**config.mk**
```make
export PLATFORM = sky130hd
export DESIGN_NAME = sequence_detector_101101
export DESIGN_NICKNAME = d
export VERILOG_FILES = /design/src/rtl/sequence_detector_pkg.sv /design/src/rtl/sequence_detector_101101.sv
export SDC_FILE = /design/constraint.sdc
export NUM_CORES = 1
export LEC_CHECK = 0
export CAP_MARGIN = 30
export CORE_MARGIN = 2
export CORE_UTILIZATION = 50
export DETAILED_ROUTE_END_ITERATION = 16
export MAX_ROUTING_LAYER = met4
export PLACE_DENSITY_LB_ADDON = 0.1
export SLEW_MARGIN = 20
export SYNTH_ARGS = -nofsm -noshare
export SYNTH_HDL_FRONTEND = slang
export SYNTH_SLANG_ARGS = --single-unit
```
**constraint.sdc**
```tcl
create_clock -name clk -period 4.2 [get_ports clk]
set_input_delay 0.84 -clock clk [delete_from_list [all_inputs] [get_ports clk]]
set_output_delay 0.84 -clock clk [all_outputs]
set_load 0.05 [all_outputs]
```
**src/rtl/sequence_detector_pkg.sv**
```systemverilog
// Shared types and constants for the 101101 serial pattern detector.
package sequence_detector_pkg;

  typedef enum logic [2:0] {
    S0 = 3'd0,  // idle
    S1 = 3'd1,  // "1"
    S2 = 3'd2,  // "10"
    S3 = 3'd3,  // "101"
    S4 = 3'd4,  // "1011"
    S5 = 3'd5,  // "10110"
    S6 = 3'd6   // "101101", Moore machine only
  } state_t;

  localparam logic [5:0] PATTERN     = 6'b101101;
  localparam int         PATTERN_LEN = 6;

endpackage

```
**src/rtl/sequence_detector_101101.sv**
```systemverilog
// Mealy and Moore detectors for 101101 running side by side, plus a saturating match counter.
// Define SEQ_DET_OVERLAP_EN for overlapping detection; otherwise detection is non-overlapping.
module sequence_detector_101101
  import sequence_detector_pkg::*;
#(
  parameter int CNT_W = 8
) (
  input  logic             clk,
  input  logic             rst,
  input  logic             in,
  output logic             mealy_out,
  output logic             moore_out,
  output logic [CNT_W-1:0] match_cnt
);

  state_t mealy_state;
  state_t moore_state;

  // NOTE: sequential state uses non-blocking assignments so every register samples pre-edge values.
  always_ff @(posedge clk or negedge rst) begin
    if (!rst) begin
      mealy_state <= S0;
    end else begin
      case (mealy_state)
        S0: mealy_state <= in ? S1 : S0;
        S1: mealy_state <= in ? S1 : S2;
        S2: mealy_state <= in ? S3 : S0;
        S3: mealy_state <= in ? S4 : S2;
        S4: mealy_state <= in ? S1 : S5;
        S5: begin
`ifdef SEQ_DET_OVERLAP_EN
          mealy_state <= in ? S3 : S0;
`else
          mealy_state <= S0;
`endif
        end
        default: mealy_state <= S0;  // S6 and 3'b111 are unreachable here
      endcase
    end
  end

  assign mealy_out = (mealy_state == S5) && in;

  // moore_out is registered alongside the state so it is high exactly while the state is S6.
  always_ff @(posedge clk or negedge rst) begin
    if (!rst) begin
      moore_state <= S0;
      moore_out   <= 1'b0;
    end else begin
      moore_out <= 1'b0;
      case (moore_state)
        S0: moore_state <= in ? S1 : S0;
        S1: moore_state <= in ? S1 : S2;
        S2: moore_state <= in ? S3 : S0;
        S3: moore_state <= in ? S4 : S2;
        S4: moore_state <= in ? S1 : S5;
        S5: begin
          if (in) begin
            moore_state <= S6;
            moore_out   <= 1'b1;
          end else begin
            moore_state <= S0;
          end
        end
        S6: begin
`ifdef SEQ_DET_OVERLAP_EN
          moore_state <= in ? S4 : S2;
`else
          moore_state <= in ? S1 : S0;
`endif
        end
        default: moore_state <= S0;
      endcase
    end
  end

  // NOTE: the counter is a plain register with an async reset; no memory is involved, so resetting it is cheap.
  always_ff @(posedge clk or negedge rst) begin
    if (!rst) begin
      match_cnt <= '0;
    end else if (mealy_out && (match_cnt != {CNT_W{1'b1}})) begin
      match_cnt <= match_cnt + CNT_W'(1);
    end
  end

endmodule

```
==> results.toml <==
[routing]
detail_route.wl_per_cell_um = 11.91
drc_errors_left = 0
detailroute.via_count = 513
final_antenna_net_count = 0
firstDrtPassIters = 4
viasPerCell = 5.457
wl_mm = 1.120
drt_iter0_markers = 11

[worst_setup_path]
critical_path.startpoint_type = "input port"
crit_required_ns = 3.36
timing_worst_setup_path_type = "in2out"
worstPathCellList = "clkdlybuf4s50_1 -> and4b_1 -> clkdlybuf4s50_1"
setup.worst_path.end_class = "output port"
critPathMaxStageDelay_ns = 0.84
maximum_net_fanout_on_the_critical_path = 9
crit_path_max_delay_cell_type = "sky130_fd_sc_hd__clkdlybuf4s50_1"
arrival_ns = 2.60
timing.critical_path.mode_cell = "sky130_fd_sc_hd__clkdlybuf4s50_1"

[sta]
timing_hold_violations_final = 0
timing.setup.tns_ns = 0
minimum_clock_period_ns = 3.441
finalSetupViolCount = 0
maxClockFrequency_mhz = 290.6
final_min_period_over_clock_period_pct = 81.94
final-max-slew-violation-count = 0
rsz0062_at_grt = "no"
final.setup_skew_ns = 0.01235
relSlewSlack_pct = 56.59
transition_time_at_the_pin_with_the_least_slew_margin_ns = 0.6491

[die]
chipHeight_um = 41.93
area_enclosed_by_the_die_boundary_sq_mm = 0.001758
design.portCount = 13
coreArea_sq_mm = 0.001318
dieWidth_um = 41.93
num_rows = 13
initial_utilization_pct = 54.61

[synthesis]
synth_warnings = 0
netlist-cell-type-count = 30
fraction_of_post_synthesis_cell_area_in_the_top_cell_type_by_area_pct = 52.17
syn-instance-count = 65
synth.yosys.seq_area_share_pct = 52.17
synth_area_leaders = "sky130_fd_sc_hd__dfrtp_1 (52%), sky130_fd_sc_hd__mux2_2 (6.3%), sky130_fd_sc_hd__nand2_1 (4.2%)"
synth_area_sq_um = 719.4
yosys.area.top_type = "sky130_fd_sc_hd__dfrtp_1"
synth_area_per_cell_sq_um = 11.07
synth_fp_nets = 69
yosys_register_bits = 15

[global_route]
global_route.usage.met2_pct = 22.50
grt.total_usage_pct = 14.91
grt_pass1_vias = 476
grt_pass1_wl_mm = 1.973
grt_most_used_layer = "met2"
maximum_number_of_pins_on_one_net_before_global_route_repair = 16
number_of_antenna_violations_at_the_first_check_in_global_routing = 0
global_route.overflow_total = 0
routing_usage_on_met1_pct = 20.00
met3_usage_pct = 2.609

[final_layout]
layout.cells.most_common = "sky130_fd_sc_hd__dfrtp_1"
layout-drive-gt1-share_pct = 13.92
mostFrequentLayoutCells = "sky130_fd_sc_hd__dfrtp_1 (15), sky130_fd_sc_hd__clkdlybuf4s50_1 (12), sky130_fd_sc_hd__nand2_1 (8)"
insertedDiodeCount = 0
flow.area_growth_from_synthesis_pct = 20.87
num-nets-final = 84
final_area_sq_um = 869.6

[clock_network]
cts_resized = 0
ctsRootBufferMaster = "sky130_fd_sc_hd__clkbuf_4"
tritoncts = "yes"
cts-htree-levels = 1
buffers_inserted_by_post_cts_timing_repair = 0
holdBufCountCts = 0
ctsLongestPathBuffers = 2
clock-sinks = 15
clkLatencyLatePin_ns = 0.28
tritoncts.num_buffers = 3
clock_input_transition_at_the_sequential_cells_of_the_worst_setup_and_hold_paths_ns = 0.10

[pwr]
power_per_cell_area_mw_per_mm2 = 455.6
vdd_drop_max_mv = 0.2095
static-leakage-power_uw = 0.0003810

[placed_design]
post-dp-hpwl_um = 820.1
finalWeightedCongestion = 0.7012
placed_cell_area_sq_um = 843.3
portBuffers = 12

[run]
max_cap_violations = 0

[hold_path]
hp-class = "reg2reg"

[outcome]
run_status = "completed"
==> cell usage after synthesis (all sizes together) <==
library cell,number
a21boi,1
a21oi,4
a31oi,1
and2,1
and3,2
and4,2
and4b,1
buf,2
dfrtp,15
ha,1
inv,1
mux2,5
mux2i,1
nand2,8
nand2b,3
nand3,2
nand4,2
nor2,3
nor2b,1
o21a,1
o21ai,1
o21bai,1
o22ai,2
o32ai,1
or2b,1
or3b,1
xnor2,1
==> critical path, delay by kind of cell <==
| family | cells | cell delay [ns] |
|---|---|---|
| simple gates | 1 | 0.33 |
| buf+inv | 2 | 1.43 |
==> path summary, 6_finish.rpt <==
path,end,start,slack [ns],cells past startpoint
worst min-delay path,mealy_state[1],mealy_state[2],0.45,1
max in group asynchronous,mealy_state[0],rst,2.82,1
worst min register to register,mealy_state[1],mealy_state[2],0.45,1
min in group asynchronous,match_cnt[5],rst,0.95,1
worst max register to register,match_cnt[5],mealy_state[1],2.64,4
worst max-delay path,mealy_out,in,0.76,3
==> power by group <==
group / internal (uW) / total, uW / switching (uW)
sequential: 171 / 197 / 25.8
clock: 36.8 / 81.8 / 45.1
combinational: 48.7 / 118 / 68.9
==> final cells by class <==
cell class	count	area (sq um)
fillers	103	447.9
flip-flops and latches	15	375.4
multi-input cells	47	325.3
repair buffers	12	120.1
clock buffers	4	26.28
well taps	15	18.77
inverters	1	3.754
==> per-layer routing <==
metal / vias up / wire length [um]
met4: 0 / 6
met5: - / 0
met3: 2 / 36
li1: 261 / -
met1: 244 / 589
met2: 6 / 487
==> per-stage QoR <==
step	util [%]	worst slack, ns	total power, uW	hold slack (ns)	instances
final	66.00	0.7586	396.2	0.4547	94
after global routing	66.00	0.7048	423.0	0.4877	94
after CTS	66.00	0.7595	399.7	0.4571	94
after detailed placement	64.01	0.7527	318.0	0.4554	90
after global placement	64.01	0.7911	314.9	0.4502	90
after floorplan	-	2.021	281.8	0.4231	65
==> sequential cells by signal (all words and copies together), names as in the netlist <==
signal / flops
match_cnt: 8
moore_out: 1
mealy_state: 3
moore_state: 3
==> cell families after synthesis <==
| group | after synthesis | synth area share (%) |
|---|---|---|
| simple gates | 27 | 22.09 |
| flops | 15 | 52.17 |
| compound gates | 12 | 10.44 |
| mux | 6 | 9.738 |
| buf+inv | 3 | 2.608 |
| xor+xnor | 1 | 1.218 |
| fa+ha+maj | 1 | 1.739 |
No activity file was read; power rests on OpenSTA's default activity.
